## src/rtl/serial_rx_ctrl_pkg.sv

```systemverilog
// ---------------------------------------------------------------------------
// serial_rx_ctrl_pkg
// Shared definitions for the bit-serial receive path. The state encoding is
// also used by the line sampler and by debug logic, so the numeric values are
// fixed: IDLE=0, DATA=1, STOP=2, ERR=3.
// ---------------------------------------------------------------------------
package serial_rx_ctrl_pkg;

    // Default number of data bits per frame.
    localparam int DATA_BITS_DEF = 8;

    // Frame controller states.
    typedef enum logic [1:0] {
        ST_IDLE = 2'd0,
        ST_DATA = 2'd1,
        ST_STOP = 2'd2,
        ST_ERR  = 2'd3
    } rx_state_e;

endpackage

```

## src/rtl/serial_rx_ctrl_byte_buffer.sv

```systemverilog
// ---------------------------------------------------------------------------
// rx_byte_buffer
// One-entry valid/ready holding register for received bytes, with sticky
// overrun detection.
//
// Ports:
//   clk, reset_n  - clock, asynchronous active-low reset
//   push_i        - a completed byte is offered this cycle
//   push_data_i   - the completed byte
//   clr_i         - clears the sticky overrun flag (a coincident drop wins)
//   rx_ready      - consumer accepts rx_data when rx_valid & rx_ready
//   rx_data       - held byte, stable while rx_valid=1 and not accepted
//   rx_valid      - rx_data holds an unconsumed byte
//   overrun       - sticky: a pushed byte was dropped because the entry was full
//
// Handshake: a transfer happens on a rising edge where rx_valid & rx_ready.
// A push in the same cycle as a transfer refills the entry.
// ---------------------------------------------------------------------------
module rx_byte_buffer #(
    parameter int W = 8
) (
    input  logic         clk,
    input  logic         reset_n,
    input  logic         push_i,
    input  logic [W-1:0] push_data_i,
    input  logic         clr_i,
    input  logic         rx_ready,
    output logic [W-1:0] rx_data,
    output logic         rx_valid,
    output logic         overrun
);

    logic [W-1:0] data_q;
    logic         valid_q;
    logic         ovr_q;
    logic         can_load;
    logic         drop;

    // The entry is free if empty or being drained in this very cycle.
    assign can_load = !valid_q || rx_ready;
    assign drop     = push_i && !can_load;

    always_ff @(posedge clk or negedge reset_n) begin
        if (!reset_n) begin
            data_q  <= '0;
            valid_q <= 1'b0;
            ovr_q   <= 1'b0;
        end else begin
            if (push_i && can_load) begin
                data_q  <= push_data_i;
                valid_q <= 1'b1;
            end else if (valid_q && rx_ready) begin
                valid_q <= 1'b0;
            end

            if (drop) begin
                ovr_q <= 1'b1;
            end else if (clr_i) begin
                ovr_q <= 1'b0;
            end
        end
    end

    assign rx_data  = data_q;
    assign rx_valid = valid_q;
    assign overrun  = ovr_q;

endmodule

```

## src/rtl/serial_rx_ctrl.sv

```systemverilog
// ---------------------------------------------------------------------------
// serial_rx_ctrl
// Frame controller for the bit-serial receive path. Sequences start/data/stop
// framing on qualified bit strobes, assembles data bits LSB-first and hands
// each byte to the consumer through rx_byte_buffer.
//
// Ports:
//   clk, reset_n - clock, asynchronous active-low reset
//   bit_en       - sample strobe; rx_in is only evaluated when bit_en=1
//   rx_in        - serial line level (idle=1, start=0, stop=1)
//   rx_data      - buffered received byte
//   rx_valid     - rx_data holds an unconsumed byte
//   rx_ready     - consumer accepts rx_data when rx_valid & rx_ready
//   frame_err    - one-cycle pulse on a bad stop bit
//   overrun      - sticky; a completed byte was dropped (buffer full)
//   err_cnt      - saturating count of framing errors
//   err_clr      - clears overrun and err_cnt (a coincident set wins)
//   busy         - FSM not in IDLE
//   dbg_state    - current FSM state (serial_rx_ctrl_pkg encoding)
// ---------------------------------------------------------------------------
module serial_rx_ctrl
    import serial_rx_ctrl_pkg::*;
#(
    parameter int DATA_BITS = DATA_BITS_DEF,
    parameter int ERR_CNT_W = 8
) (
    input  logic                 clk,
    input  logic                 reset_n,
    input  logic                 bit_en,
    input  logic                 rx_in,
    output logic [DATA_BITS-1:0] rx_data,
    output logic                 rx_valid,
    input  logic                 rx_ready,
    output logic                 frame_err,
    output logic                 overrun,
    output logic [ERR_CNT_W-1:0] err_cnt,
    input  logic                 err_clr,
    output logic                 busy,
    output logic [1:0]           dbg_state
);

    localparam int CNT_W = $clog2(DATA_BITS);

    rx_state_e            state_q;
    logic [CNT_W-1:0]     cnt_q;
    logic [DATA_BITS-1:0] shift_q;
    logic                 frame_err_q;
    logic [ERR_CNT_W-1:0] err_cnt_q;
    logic [ERR_CNT_W-1:0] err_cnt_d;
    logic                 stop_ok;
    logic                 stop_bad;

    assign stop_ok  = bit_en && (state_q == ST_STOP) && rx_in;
    assign stop_bad = bit_en && (state_q == ST_STOP) && !rx_in;

    // A framing error in the same cycle as err_clr leaves a count of one.
    always_comb begin
        err_cnt_d = err_cnt_q;
        if (stop_bad) begin
            if (err_clr) begin
                err_cnt_d = ERR_CNT_W'(1);
            end else if (err_cnt_q != '1) begin
                err_cnt_d = err_cnt_q + ERR_CNT_W'(1);
            end
        end else if (err_clr) begin
            err_cnt_d = '0;
        end
    end

    always_ff @(posedge clk or negedge reset_n) begin
        if (!reset_n) begin
            state_q     <= ST_IDLE;
            cnt_q       <= '0;
            shift_q     <= '0;
            frame_err_q <= 1'b0;
            err_cnt_q   <= '0;
        end else begin
            frame_err_q <= stop_bad;
            err_cnt_q   <= err_cnt_d;
            if (bit_en) begin
                case (state_q)
                    ST_IDLE: begin
                        if (!rx_in) begin
                            state_q <= ST_DATA;
                            cnt_q   <= '0;
                        end
                    end
                    ST_DATA: begin
                        // Right shift: the first data bit lands in bit 0.
                        shift_q <= {rx_in, shift_q[DATA_BITS-1:1]};
                        if (cnt_q == CNT_W'(DATA_BITS - 1)) begin
                            state_q <= ST_STOP;
                            cnt_q   <= '0;
                        end else begin
                            cnt_q <= cnt_q + CNT_W'(1);
                        end
                    end
                    ST_STOP: begin
                        state_q <= rx_in ? ST_IDLE : ST_ERR;
                    end
                    ST_ERR: begin
                        // Only a mark level resynchronises; a 0 never starts a frame here.
                        if (rx_in) begin
                            state_q <= ST_IDLE;
                        end
                    end
                    default: state_q <= ST_IDLE;
                endcase
            end
        end
    end

    rx_byte_buffer #(
        .W (DATA_BITS)
    ) u_buf (
        .clk         (clk),
        .reset_n     (reset_n),
        .push_i      (stop_ok),
        .push_data_i (shift_q),
        .clr_i       (err_clr),
        .rx_ready    (rx_ready),
        .rx_data     (rx_data),
        .rx_valid    (rx_valid),
        .overrun     (overrun)
    );

    assign frame_err = frame_err_q;
    assign err_cnt   = err_cnt_q;
    assign busy      = (state_q != ST_IDLE);
    assign dbg_state = state_q;

endmodule

```

## config.mk

```make
export PLATFORM = sky130hd
export DESIGN_NAME = serial_rx_ctrl
export DESIGN_NICKNAME = d
export VERILOG_FILES = /design/src/rtl/serial_rx_ctrl_pkg.sv /design/src/rtl/serial_rx_ctrl_byte_buffer.sv /design/src/rtl/serial_rx_ctrl.sv
export SDC_FILE = /design/constraint.sdc
export NUM_CORES = 1
export LEC_CHECK = 0
export BUFFER_PORTS_ARGS = -buffer_cell sky130_fd_sc_hd__buf_2
export CORE_MARGIN = 4
export CORE_UTILIZATION = 53
export CTS_CLUSTER_SIZE = 14
export DETAILED_ROUTE_END_ITERATION = 12
export PLACE_DENSITY = 0.77
export SYNTH_ARGS = -nofsm -noshare
export SYNTH_HDL_FRONTEND = slang
export SYNTH_SLANG_ARGS = --single-unit
```

## constraint.sdc

```tcl
create_clock -name clk -period 1.7 [get_ports clk]
set_clock_uncertainty 0.1 [all_clocks]
set_input_delay 0.17 -clock clk [delete_from_list [all_inputs] [get_ports clk]]
set_output_delay 0.17 -clock clk [all_outputs]
set_load 0.01 [all_outputs]
```

# --- Yosys cells after proc, flatten, opt, wreduce, memory -nomap -nowiden ---
# Cells that the tools add are included.
op_classes:
  reduce_logical: 21
  n_lt_le_gt_ge: 0
  mul: 0
  add_sub_neg: 2
  bitwise: 0
  shift: 0
  div_mod_pow: 0
  n_mux: 16
  n_eq_ne: 8
ops:
  columns: ["cell", "n"]
  rows:
  - ["two-way mux 8 bit", 4]
  - ["nonzero test 2 bit", 6]
  - ["adder 8 x 1 -> 8 bit (second input constant)", 1]
  - ["two-way mux 2 bit", 4]
  - ["inequality test 8 bit (second input constant)", 1]
  - ["one-hot mux 2 bit (4 select lines)", 1]
  - ["logical AND 1 bit", 6]
  - ["two-way mux 3 bit", 2]
  - ["inequality test 2 bit (second input constant)", 3]
  - ["one-hot mux 3 bit (2 select lines)", 1]
  - ["equality test 2 bit (second input constant)", 2]
  - ["two-way mux 1 bit", 4]
  - ["AND reduction 2 bit", 2]
  - ["AND reduction 4 bit", 1]
  - ["adder 3 x 1 -> 3 bit (second input constant)", 1]
  - ["equality test 3 bit (second input constant)", 1]
  - ["zero test 1 bit", 3]
  - ["AND reduction 3 bit", 1]
  - ["equality test 2 x 1 -> 1 bit (second input constant)", 1]
  - ["zero test 2 bit", 1]
  - ["logical OR 1 bit", 1]
word_totals:
  n_memories: 0
  mem_bits_rw: 0
  elab_cells: 55
  register_bits: 32
  rom_bits: 0
  input_bits: 6
  latchBits: 0

# --- Logic depth before layout (Yosys ltp) ---
# Gate-level depths: netlist (run 1).
depth:
  depth_word: 5
  mapped_depth: 6

# --- Hierarchy ---
# Synthesis (run 1) repeated with hierarchy kept, for this count alone.
hier_totals:
  hier_cells: 114
  hier_area_um2: 1461.4
modules_own_cells:
  columns: ["module", "cells_each", "seq_area_each_um2", "area_per_inst_um2", "instances"]
  rows:
  - ["serial_rx_ctrl", 90, 550.5, 1048.5, 1]
  - ["rx_byte_buffer", 24, 250.2, 412.9, 1]

# --- Least setup slack after synthesis (run 1) ---
# OpenSTA, ideal clock, no wires.
synth_path:
  path_kind: "reg-to-reg"
  start: "register state_q[0] (netlist: dbg_state[0])"
  end: "register u_buf.data_q[0] (netlist: u_buf.rx_data[0])"
  arrival_ns: 1.384
  setup_time_ns: 0.125
  required_time_ns: 1.475
  setup_slack_ns: 0.090
  path_stages_with_launch: 6
  cell_sequence: "dfrtp_1 > buf_2 > nand4b_1 > nor2b_2 > buf_6 > mux2_4"
synth_via:
  elab_chain_cells: 4
synth_lines:
  columns: ["item", "line_no", "text"]
  rows:
  - ["start: declaration", "serial_rx_ctrl.sv:44", "rx_state_e state_q;"]
  - ["start signal: assignment", "serial_rx_ctrl.sv:99", "state_q <= rx_in ? ST_IDLE : ST_ERR;"]
  - ["equality test 2 bit", "serial_rx_ctrl.sv:53", "assign stop_ok = bit_en && (state_q == ST_STOP) && rx_in;"]
  - ["logical AND 1 bit (2 in series)", "serial_rx_ctrl.sv:53", null]
  - ["logical AND 1 bit", "serial_rx_ctrl_byte_buffer.sv:49", "if (push_i && can_load) begin"]
  - ["end signal: assignment", "serial_rx_ctrl_byte_buffer.sv:50", "data_q <= push_data_i;"]
  - ["end: declaration", "serial_rx_ctrl_byte_buffer.sv:33", "logic [W-1:0] data_q;"]
# No other way between the ends.
# A chain may end at the register's enable or synchronous reset.

# --- Worst setup path after layout (run 1) ---
layout_path:
  start: "register state_q[0] (netlist: dbg_state[0])"
  end: "output port busy"
layout_via:
  elab_chain_cells: 1
layout_lines:
  columns: ["item", "line_no", "text"]
  rows:
  - ["nonzero test 2 bit", "serial_rx_ctrl.sv:129", "assign busy = (state_q != ST_IDLE);"]
  - ["end: declaration", "serial_rx_ctrl.sv:38", "output logic busy,"]
# No other way between the ends.

==> qor.txt, run 1 <==
CTS tree -> built
WP buf/inv -> 2
Hold Crit Class -> in2reg
Clock root buffer -> clkbuf_4
Cell count after synthesis -> 111
Commonest non-fill, non-tap cell in the layout -> dfrtp_1
TNS Setup -> 0 ns
DIE HEIGHT -> 60.4 µm
DR WL/cell -> 14.8 µm
Fin crit share -> 92.2%
Clock net sink count -> 32
Detail Route Antenna Nets -> 0
CP Capture Type -> output port
Hold WS -> 0.0238 ns
# diodes -> 0
H-Tree Depth -> 2
Mapped Nets -> 120
Unique cell type count in the Yosys netlist -> 38
Tot Pwr -> 2.35 mW
Worst Path Required -> 1.43 ns
Iter 0 DRT Violations -> 15
Pwr per Cell Area -> 1350 mW/mm²
Share of post-route cells with drive strength above 1 -> 38.9%
Drt drc -> 0
Drt total wl -> 2660 µm
Row count -> 18
R2R depth -> 4
Die Footprint -> 0.00365 mm²
Design Area, Final -> 0.00175 mm²
Sequential cell area -> 802 µm²
Slew HR -> 54.5%
Worst-Skew Late Latency -> 0.33 ns
Cell family with most CP delay -> flip-flops
Crit. Startpoint -> dbg_state[0]
Drt via density -> 5.62
Placed inst area -> 0.00164 mm²
Final hold viol count -> 0
Number of global-route vias before repair -> 991
Worst R2R Setup Slack -> 0.16 ns
Worst path max stage delay -> 0.44 ns
Max_cap viols -> 0
Area Growth Syn to Fin -> 20.1%
Post-CTS setup buffer count -> 0
Most frequent cells in the layout -> 31 x dfrtp_1, 27 x buf_2, 8 x nor2_1, 8 x mux2_4, 7 x mux2_1
Async SR Flop Fraction -> 100%
Worst Tran Pin Value -> 0.683 ns
Fmax -> 638 MHz
Number of synthesized register bits -> 32
Pre-CTS WS -> 0.0173 ns
WHS Path Cells -> 2
Setup violators final -> 0
Status -> finished, final reports clean
RR Startpoint -> dbg_state[0]
Syn Area/Cell -> 13.1 µm²
Sequential element share of the synthesized area -> 55.1%
Clock transition at path regs -> 0.09 ns
Area of the multi-input gates -> 633 µm²
Initial antenna violation count -> 0
Most used DFF post-synth -> dfrtp_1
CTS Buf Count -> 5
Hold path start -> err_clr
Final nets -> 157
Crit Path Category -> reg2out
Initial Util -> 57.1%
CP max stage cell -> dfrtp_1
CORE AREA -> 0.00254 mm²
Final Critical Period -> 1.57 ns
Detailed Place HPWL -> 1960 µm
IO Count -> 28
Drt pass-1 iters -> 5
Critical Path Stages -> 3
Static Leakage -> 0.885 nW
Post-Syn Area -> 0.00145 mm²
Post-synth EDFFs -> 0
Vias after detailed routing -> 1006
Die X -> 60.4 µm
Worst Path Max Fanout -> 7
GRT Residual Overflow -> 0
Critical path arrival -> 1.30 ns
Port-buffer cells -> 27
Startpoint Class -> flip-flop
RSZ-0062 raised after global routing -> no
Max Root-Sink Buffers -> 2
Final GP Congestion -> 0.878
Max-slew violations -> 0
Fin worst setup slack -> 0.132 ns
Largest net degree at the start of global routing -> 33
Total track usage -> 17.6%
First-pass GRT wire length -> 4570 µm
Yosys Warn Count -> 0
Fill cells -> 199
Max VDD drop -> 0.00111 V
Worst-path cell chain -> buf_4 -> or2_1 -> buf_2
## stage by stage
stage,utilization (%),cells
2_1_floorplan,-,111
3_3_place_gp,64.3,169
3_5_place_dp,64.3,169
4_1_cts,68.1,179
5_1_grt,68.6,179
6_report,68.6,179
## flip-flops by register name (all words and copies together), names as in the netlist
| name | cells |
|---|---|
| u_buf.rx_valid | 1 |
| u_buf.rx_data | 8 |
| err_cnt | 8 |
| dbg_state | 2 |
| u_buf.overrun | 1 |
| frame_err | 1 |
| cnt_q | 3 |
| shift_q | 8 |
## synth_stat cells (all sizes together), types with 2 or more instances
library cell / number / share of area [%]
o21ai: 4 / 1.4
buf: 3 / 1.4
ha: 3 / 2.6
nand2: 6 / 2.1
a31oi: 2 / 0.86
a21oi: 3 / 1.0
and3: 2 / 0.86
xor2: 4 / 2.4
nor2: 8 / 2.1
dfrtp: 32 / 55
nand3: 2 / 0.69
nor2b: 3 / 1.5
o211ai: 4 / 2.1
mux2: 16 / 14
inv: 3 / 0.77
## worst reg2reg max path: cells and delay by family, from the launching register on
kind	cells	cell delay [ns]
flip-flops	1	0.44
multiplexers	1	0.30
AND/OR/NAND/NOR	2	0.43
buffers and inverters	1	0.16
## final timing paths
check	end
worst max-delay path	busy
max in group asynchronous	err_cnt[0]
worst min register to register	shift_q[2]
worst max register to register	u_buf.rx_data[0]
worst min-delay path	err_cnt[2]
min in group asynchronous	u_buf.rx_data[7]
## repair_timing
| item | CTS | global route |
|---|---|---|
| endpoints found under the hold margin | 33 | 0 |
| hold buffers | 2 | 0 |
| endpoints found under the setup margin | 0 | 6 |
| gates resized for setup | 0 | 4 |
## area by class of cell
type	count	share of cell area [%]
sequential	32	45.9
multi-input combinational	73	36.3
timing repair buffer	33	10.6
clock buffer	6	2.37
tap	30	2.15
clock inverter	2	2.01
inverter	3	0.645
## report_power, final
part	switching, mW	internal, mW	total (mW)
logic	0.296	0.375	0.671
clock network	0.247	0.308	0.555
registers	0.153	0.976	1.13
total	0.696	1.66	2.35
## cell families after synthesis
logic type	synth area share, %
AO/OA/AOI/OAI	8.78
XOR/XNOR	2.41
adder cells (fa/ha/maj)	2.58
buffers and inverters	2.15
flip-flops	55.1
multiplexers	15.1
AND/OR/NAND/NOR	13.9
## routing by layer
metal  GRT usage (%)  share of wire [%]
met1            21.5                 42
met2            28.1                 50
met3            6.38                5.9
met4            7.59                1.8
met5               0                  0
No activity file was read; power rests on OpenSTA's default activity.
==> inputs of run 2 (changes only) <==
Settings changed: CORE_UTILIZATION 53 to 50, PLACE_DENSITY 0.77 to 0.73, SYNTH_HIERARCHICAL set to 1.
==> run 2 against run 1 <==
Routed wire length is 12% higher; first-iteration DRC count grew to 3.2 times the previous value; sequential share of layout area is 1.3 points lower; synthesized area is 0.52% higher; count of clock-buffer cells in the layout is 2 higher; hold slack worse by 0.0016 ns; combinational power is 11% higher; non-clock buffer count is 7 higher; final cell count is 6.7% higher; largest cell class unchanged; design area is 3.0% higher; die area is 5.7% higher; highest routed layer unchanged.
==> qor.txt, run 2 <==
Status -> finished, final reports clean (unchanged)
Worst Tran Pin Value -> 0.694 ns (was 0.683 ns)
Number of global-route vias before repair -> 969 (was 991)
Final instance count without filler cells -> 191 (was 179)
WHS Path Cells -> 2 (unchanged)
# diodes -> 0 (unchanged)
Die X -> 62.1 µm (was 60.4 µm)
Drt drc -> 0 (unchanged)
Area Growth Syn to Fin -> 23.0% (was 20.1%)
DIE HEIGHT -> 62.1 µm (was 60.4 µm)
Port-buffer cells -> 27 (unchanged)
Setup violators final -> 0 (unchanged)
Most used DFF post-synth -> dfrtp_1 (unchanged)
Initial antenna violation count -> 0 (unchanged)
Drt via density -> 5.62 (about the same)
CTS Buf Count -> 5 (unchanged)
Row count -> 19 (was 18)
Commonest non-fill, non-tap cell in the layout -> dfrtp_1 (unchanged)
Clock net sink count -> 32 (unchanged)
Yosys Warn Count -> 6 (was 0)
DR WL/cell -> 15.6 µm (was 14.8 µm)
Drt total wl -> 2980 µm (was 2660 µm)
Final nets -> 168 (was 157)
Sequential element share of the synthesized area -> 54.8% (was 55.1%)
Most frequent cells in the layout -> 31 x dfrtp_1, 26 x buf_2, 12 x buf_4, 9 x nand2_1, 8 x mux2_4 (was 31 x dfrtp_1, 27 x buf_2, 8 x nor2_1, 8 x mux2_4, 7 x mux2_1)
CTS tree -> built (unchanged)
Die Footprint -> 0.00385 mm² (was 0.00365 mm²)
Number of synthesized register bits -> 32 (unchanged)
Async SR Flop Fraction -> 100% (unchanged)
TNS Setup -> 0 ns (unchanged)
Drt pass-1 iters -> 4 (was 5)
Placed Cells -> 173 (was 169)
Crit Path Category -> reg2reg (was reg2out)
Fmax -> 605 MHz (was 638 MHz)
Worst R2R Setup Slack -> 0.05 ns (was 0.16 ns)
Critical path arrival -> 1.82 ns (was 1.30 ns)
Hold path start -> bit_en (was err_clr)
Share of post-route cells with drive strength above 1 -> 41.9% (was 38.9%)
Fin worst setup slack -> 0.0463 ns (was 0.132 ns)
R2R depth -> 5 (was 4)
Fin crit share -> 97.3% (was 92.2%)
Hold Crit Class -> in2reg (unchanged)
Final hold viol count -> 0 (unchanged)
Slew HR -> 53.7% (was 54.5%)
First-pass GRT wire length -> 4650 µm (was 4570 µm)
RR Startpoint -> err_cnt[1] (was dbg_state[0])
Initial Util -> 52.5% (was 57.1%)
Vias after detailed routing -> 1074 (was 1006)
Worst-Skew Late Latency -> 0.33 ns (about the same)
Pre-CTS WS -> 0.0606 ns (was 0.0173 ns)
Pwr per Cell Area -> 1310 mW/mm² (was 1350 mW/mm²)
Worst Path Max Fanout -> 4 (was 7)
Worst Path Required -> 1.86 ns (was 1.43 ns)
Startpoint Class -> flip-flop (unchanged)
IO Count -> 28 (unchanged)
Max_cap viols -> 0 (unchanged)
Max Root-Sink Buffers -> 2 (unchanged)
GRT Residual Overflow -> 0 (unchanged)
Iter 0 DRT Violations -> 48 (was 15)
CP Capture Type -> flip-flop (was output port)
Clock transition at path regs -> 0.09 ns (about the same)
Detailed Place HPWL -> 1980 µm (was 1960 µm)
CORE AREA -> 0.00278 mm² (was 0.00254 mm²)
Design Area, Final -> 0.00180 mm² (was 0.00175 mm²)
Static Leakage -> 0.914 nW (was 0.885 nW)
Final Critical Period -> 1.65 ns (was 1.57 ns)
Max VDD drop -> 0.000963 V (was 0.00111 V)
Post-synth top area share -> 54.8% (was 55.1%)
Top post-synthesis cells by area -> dfrtp_1 55%, mux2_4 8.2%, mux2_2 3.9% (was dfrtp_1 55%, mux2_4 8.3%, mux2_1 5.4%)
Final GP Congestion -> 0.894 (was 0.878)
Syn Area/Cell -> 12.8 µm² (was 13.1 µm²)
Cell taking the most area after synthesis -> dfrtp_1 (unchanged)
H-Tree Depth -> 2 (unchanged)
Cell count after synthesis -> 114 (was 111)
Crit. Startpoint -> err_cnt[1] (was dbg_state[0])
Post-synth EDFFs -> 0 (unchanged)
Post-Syn Area -> 0.00146 mm² (was 0.00145 mm²)
Clock root buffer -> clkbuf_4 (unchanged)
Mapped Nets -> 123 (was 120)
Tot Pwr -> 2.36 mW (was 2.35 mW)
Largest net degree at the start of global routing -> 33 (unchanged)
Max-slew violations -> 0 (unchanged)
Unique cell type count in the Yosys netlist -> 40 (was 38)
Detail Route Antenna Nets -> 0 (unchanged)
Top cells by count, synth -> 32 x dfrtp_1, 9 x nand2_1, 8 x mux2_4 (was 32 x dfrtp_1, 8 x mux2_4, 8 x nor2_1)
Top-count cell post-synth -> dfrtp_1 (unchanged)
Placed inst area -> 0.00164 mm² (about the same)
Total track usage -> 17.3% (was 17.6%)
-- run 2: cell count changes after synthesis, moves of 2 or more --
cell / delta
o211ai_1: -3
mux2_1: -3
xor2_1: -3
o21ai_1: -4
nand3_1: +4
mux2_2: +4
nand2_1: +4
a31oi_1: +2
-- run 2: worst max-delay path, stage by stage (launching register included) --
cell and delay (ns):
dfrtp_1 0.41, ha_2 0.20, nand4_1 0.15, o21ai_2 0.10
or4_4 0.49, a21oi_2 0.14
-- run 2: report_power, final --
group	leakage (nW)	switching [mW]	internal, mW
combinational	0.466	0.318	0.430
sequential	0.415	0.162	0.995
clock	0.0326	0.249	0.204
total	0.914	0.729	1.63
-- run 2: path summary, 6_finish.rpt --
kind                           endpoint
max reg2reg                  err_cnt[5]
max                          err_cnt[5]
min reg2reg                  shift_q[0]
max in group asynchronous  dbg_state[1]
min                        dbg_state[1]
min in group asynchronous    err_cnt[6]
-- run 2: per-layer routing --
metal  up-vias  global-route usage, %  routed length, µm
met5         -                      0                  0
met4         0                   6.36                 61
met3        10                   5.79                188
met2        37                   27.1               1490
met1       519                   22.2               1230
li1        508                      -                  -
-- run 2: kinds of logic (layout without fill, tap and decap cells) --
kind of cell | Yosys count | in the layout | synth area share, %
AND/OR/NAND/NOR | 36 | 36 | 14.8
flip-flops | 32 | 32 | 54.8
XOR/XNOR | 2 | 2 | 1.20
adder cells (fa/ha/maj) | 3 | 3 | 2.57
multiplexers | 19 | 19 | 16.5
AO/OA/AOI/OAI | 17 | 17 | 7.96
buffers and inverters | 5 | 51 | 2.14
-- run 2: area by class of cell --
class | instances | area [µm²]
Multi-Input combinational cell | 77 | 639
Inverter | 3 | 16.3
Timing Repair Buffer | 40 | 243
Tap cell | 31 | 38.8
Sequential cell | 32 | 802
Clock buffer | 8 | 58.8
Fill cell | 207 | 983
-- run 2: stage by stage --
stage / hold slack (ns) / utilization [%]
after floorplan: -0.226 / -
after global placement: 0.148 / 59.1
after detailed placement: 0.160 / 59.1
after CTS: 0.0103 / 61.9
after global routing: 0.0130 / 64.6
final: 0.0222 / 64.6
-- run 2: repair_timing --
item                                    in CTS  in global routing
setup buffers                                0                  9
resized for setup                            0                  5
hold buffers                                 2                  0
hold endpoints to repair                    34                  0
endpoints found under the setup margin       0                  4
==> inputs of run 3 (changes only) <==
Settings changed: SYNTH_HIERARCHICAL 1 to not set.
==> run 3 against run 2 <==
Critical endpoint is now busy; clock power grew 24%; combinational power shrank 8.7%; routed wire length shrank 9.9%; via count shrank 8.1%; maximum frequency grew 5.6%; count of clock-buffer cells in the layout shrank 2; global-route usage shrank 1.1 points; sequential power shrank 4%.
==> qor.txt, run 3 (synthesis results as in run 1) <==
Hold Crit Class -> in2reg (unchanged)
# diodes -> 0 (unchanged)
Total track usage -> 16.2% (was 17.3%)
Flop pwr share -> 47.2% (was 49.1%)
Final nets -> 158 (was 168)
CORE AREA -> 0.00276 mm² (was 0.00278 mm²)
Hold path start -> err_clr (was bit_en)
Clk network pwr share -> 23.9% (was 19.2%)
Fill cells -> 226 (was 207)
WHS Path Cells -> 2 (unchanged)
Row count -> 19 (unchanged)
Drt via density -> 5.45 (was 5.62)
Initial antenna violation count -> 0 (unchanged)
Detail Route Antenna Nets -> 0 (unchanged)
Sequential cell area -> 801 µm² (was 802 µm²)
Drt pass-1 iters -> 4 (unchanged)
Static Leakage -> 0.890 nW (was 0.914 nW)
Worst Path Required -> 1.43 ns (was 1.86 ns)
Crit Path Category -> reg2out (was reg2reg)
Setup violators final -> 0 (unchanged)
Max-slew violations -> 0 (unchanged)
Switching Share -> 29.6% (was 30.9%)
TNS Setup -> 0 ns (unchanged)
DIE HEIGHT -> 61.9 µm (was 62.1 µm)
CP max stage cell -> dfrtp_1 (was or4_4)
Drt total wl -> 2680 µm (was 2980 µm)
Number of global-route vias before repair -> 986 (was 969)
Initial Util -> 52.7% (was 52.5%)
Int Power -> 1.66 mW (was 1.63 mW)
CP Capture Type -> output port (was flip-flop)
First-pass GRT wire length -> 4370 µm (was 4650 µm)
Largest net degree at the start of global routing -> 33 (unchanged)
Max_cap viols -> 0 (unchanged)
Die Footprint -> 0.00383 mm² (was 0.00385 mm²)
Worst Path Max Fanout -> 6 (was 4)
Commonest non-fill, non-tap cell in the layout -> dfrtp_1 (unchanged)
Tot Pwr -> 2.36 mW (about the same)
Worst path max stage delay -> 0.45 ns (was 0.49 ns)
Fmax -> 639 MHz (was 605 MHz)
Drt drc -> 0 (unchanged)
Fin crit share -> 92.1% (was 97.3%)
Final Critical Period -> 1.57 ns (was 1.65 ns)
Slew HR -> 53.7% (about the same)
Sw power -> 0.698 mW (was 0.729 mW)
Share of post-route cells with drive strength above 1 -> 38.7% (was 41.9%)
Status -> finished, final reports clean (unchanged)
IO Count -> 28 (unchanged)
H-Tree Depth -> 2 (unchanged)
RSZ-0062 raised after global routing -> no
Pwr per Cell Area -> 1350 mW/mm² (was 1310 mW/mm²)
Clock net sink count -> 32 (unchanged)
Port-buffer cells -> 27 (unchanged)
Vias after detailed routing -> 987 (was 1074)
Final core utilization -> 63.6% (was 64.6%)
RR Startpoint -> err_cnt[1] (unchanged)
Max VDD drop -> 0.000924 V (was 0.000963 V)
Iter 0 DRT Violations -> 30 (was 48)
Area Growth Syn to Fin -> 20.6% (was 23.0%)
Worst-Skew Late Latency -> 0.33 ns (about the same)
GRT Residual Overflow -> 0 (unchanged)
Startpoint Class -> flip-flop (unchanged)
Logic pwr share -> 29.0% (was 31.7%)
CTS tree -> built (unchanged)
Area of the multi-input gates -> 633 µm² (was 639 µm²)
FF-to-FF End -> err_cnt[1] (was err_cnt[5])
Critical path arrival -> 1.30 ns (was 1.82 ns)
Most frequent cells in the layout -> 32 x dfrtp_1, 27 x buf_2, 8 x nor2_1, 8 x mux2_4, 7 x mux2_1 (was 31 x dfrtp_1, 26 x buf_2, 12 x buf_4, 9 x nand2_1, 8 x mux2_4)
DR WL/cell -> 14.8 µm (was 15.6 µm)
Hold worst-path end -> err_cnt[2] (was dbg_state[1])
Worst Tran Pin Value -> 0.695 ns (was 0.694 ns)
Final GP Congestion -> 0.801 (was 0.894)
Final hold viol count -> 0 (unchanged)
CTS Buf Count -> 5 (unchanged)
Worst-path cell chain -> buf_4 -> or2_1 -> buf_2 (was ha_2 -> nand4_1 -> o21ai_2 -> or4_4 -> a21oi_2)
Worst R2R Setup Slack -> 0.15 ns (was 0.05 ns)
Detailed Place HPWL -> 1850 µm (was 1980 µm)
Max Root-Sink Buffers -> 2 (unchanged)
Clock root buffer -> clkbuf_4 (unchanged)
Die X -> 61.9 µm (was 62.1 µm)
R2R depth -> 5 (unchanged)
Clock transition at path regs -> 0.10 ns (was 0.09 ns)
[run 3: cell types whose count changed in the layout (fill, tap and decap cells not counted), moves of 2 or more]
cell	change
nand2_1	-4
o211ai_1	+3
o21ai_1	+3
xor2_1	+3
nand3_1	-5
mux2_2	-4
buf_4	-7
a31oi_1	-2
mux2_1	+3
[run 3: through the flow]
stage | cell area, µm² | setup WS, ns | std cells | hold WS [ns]
2_1_floorplan | 1450 | 0.0904 | 111 | -0.226
3_3_place_gp | 1640 | 0.156 | 170 | 0.149
3_5_place_dp | 1640 | 0.0408 | 170 | 0.157
4_1_cts | 1730 | 0.00799 | 180 | 0.0210
5_1_grt | 1750 | 0.0516 | 181 | 0.0301
6_report | 1750 | 0.135 | 181 | 0.0271
[run 3: timing repair]
| action | CTS | global route |
|---|---|---|
| gates resized for setup | 0 | 3 |
| setup endpoints to repair | 0 | 3 |
| hold buffers | 2 | 0 |
| setup buffers | 0 | 1 |
| endpoints found under the hold margin | 33 | 0 |
[run 3: how the worst max path moves through the flow]
| stage | startpoint | end | slack [ns] | cells after the start |
|---|---|---|---|---|
| 6_report | dbg_state[1] | busy | 0.13 | 3 |
| 5_1_grt | err_cnt[1] | err_cnt[1] | 0.05 | 5 |
| 3_3_place_gp | err_cnt[1] | err_cnt[1] | 0.16 | 5 |
| 2_1_floorplan | dbg_state[0] | u_buf.rx_data[0] | 0.09 | 5 |
| 4_1_cts | err_cnt[1] | err_cnt[1] | 0.008 | 5 |
| 3_5_place_dp | err_cnt[1] | err_cnt[1] | 0.04 | 5 |
[run 3: power groups by stage]
stage	clock network (mW)	logic (mW)	registers (mW)
after floorplan	0	0.419	1.15
after CTS	0.581	0.696	1.12
after global placement	0	0.657	1.11
after global routing	0.615	0.758	1.15
after detailed placement	0	0.687	1.13
final	0.563	0.683	1.11
[run 3: critical path, delay by kind of cell, from the launching register on]
kind                   cells  cell delay, ns
DFF                        1            0.45
buffers and inverters      2            0.32
and+or+nand+nor            1            0.20
[run 3: metal layers]
metal	vias to the layer above	wire length (µm)	part of all wire, %	global-route usage [%]
met4	0	51	1.9	7.27
met3	4	125	4.7	5.79
met5	-	0	0	0
met1	490	1210	45	20.2
li1	472	-	-	-
met2	21	1290	48	25.3
[run 3: final cells by class]
cell class | instances | area share [%]
inverters | 3 | 0.642
multi-input cells | 73 | 36.1
clock inverters | 2 | 2.00
clock buffers | 6 | 2.36
well taps | 31 | 2.21
flip-flops and latches | 32 | 45.7
repair buffers | 34 | 11.0
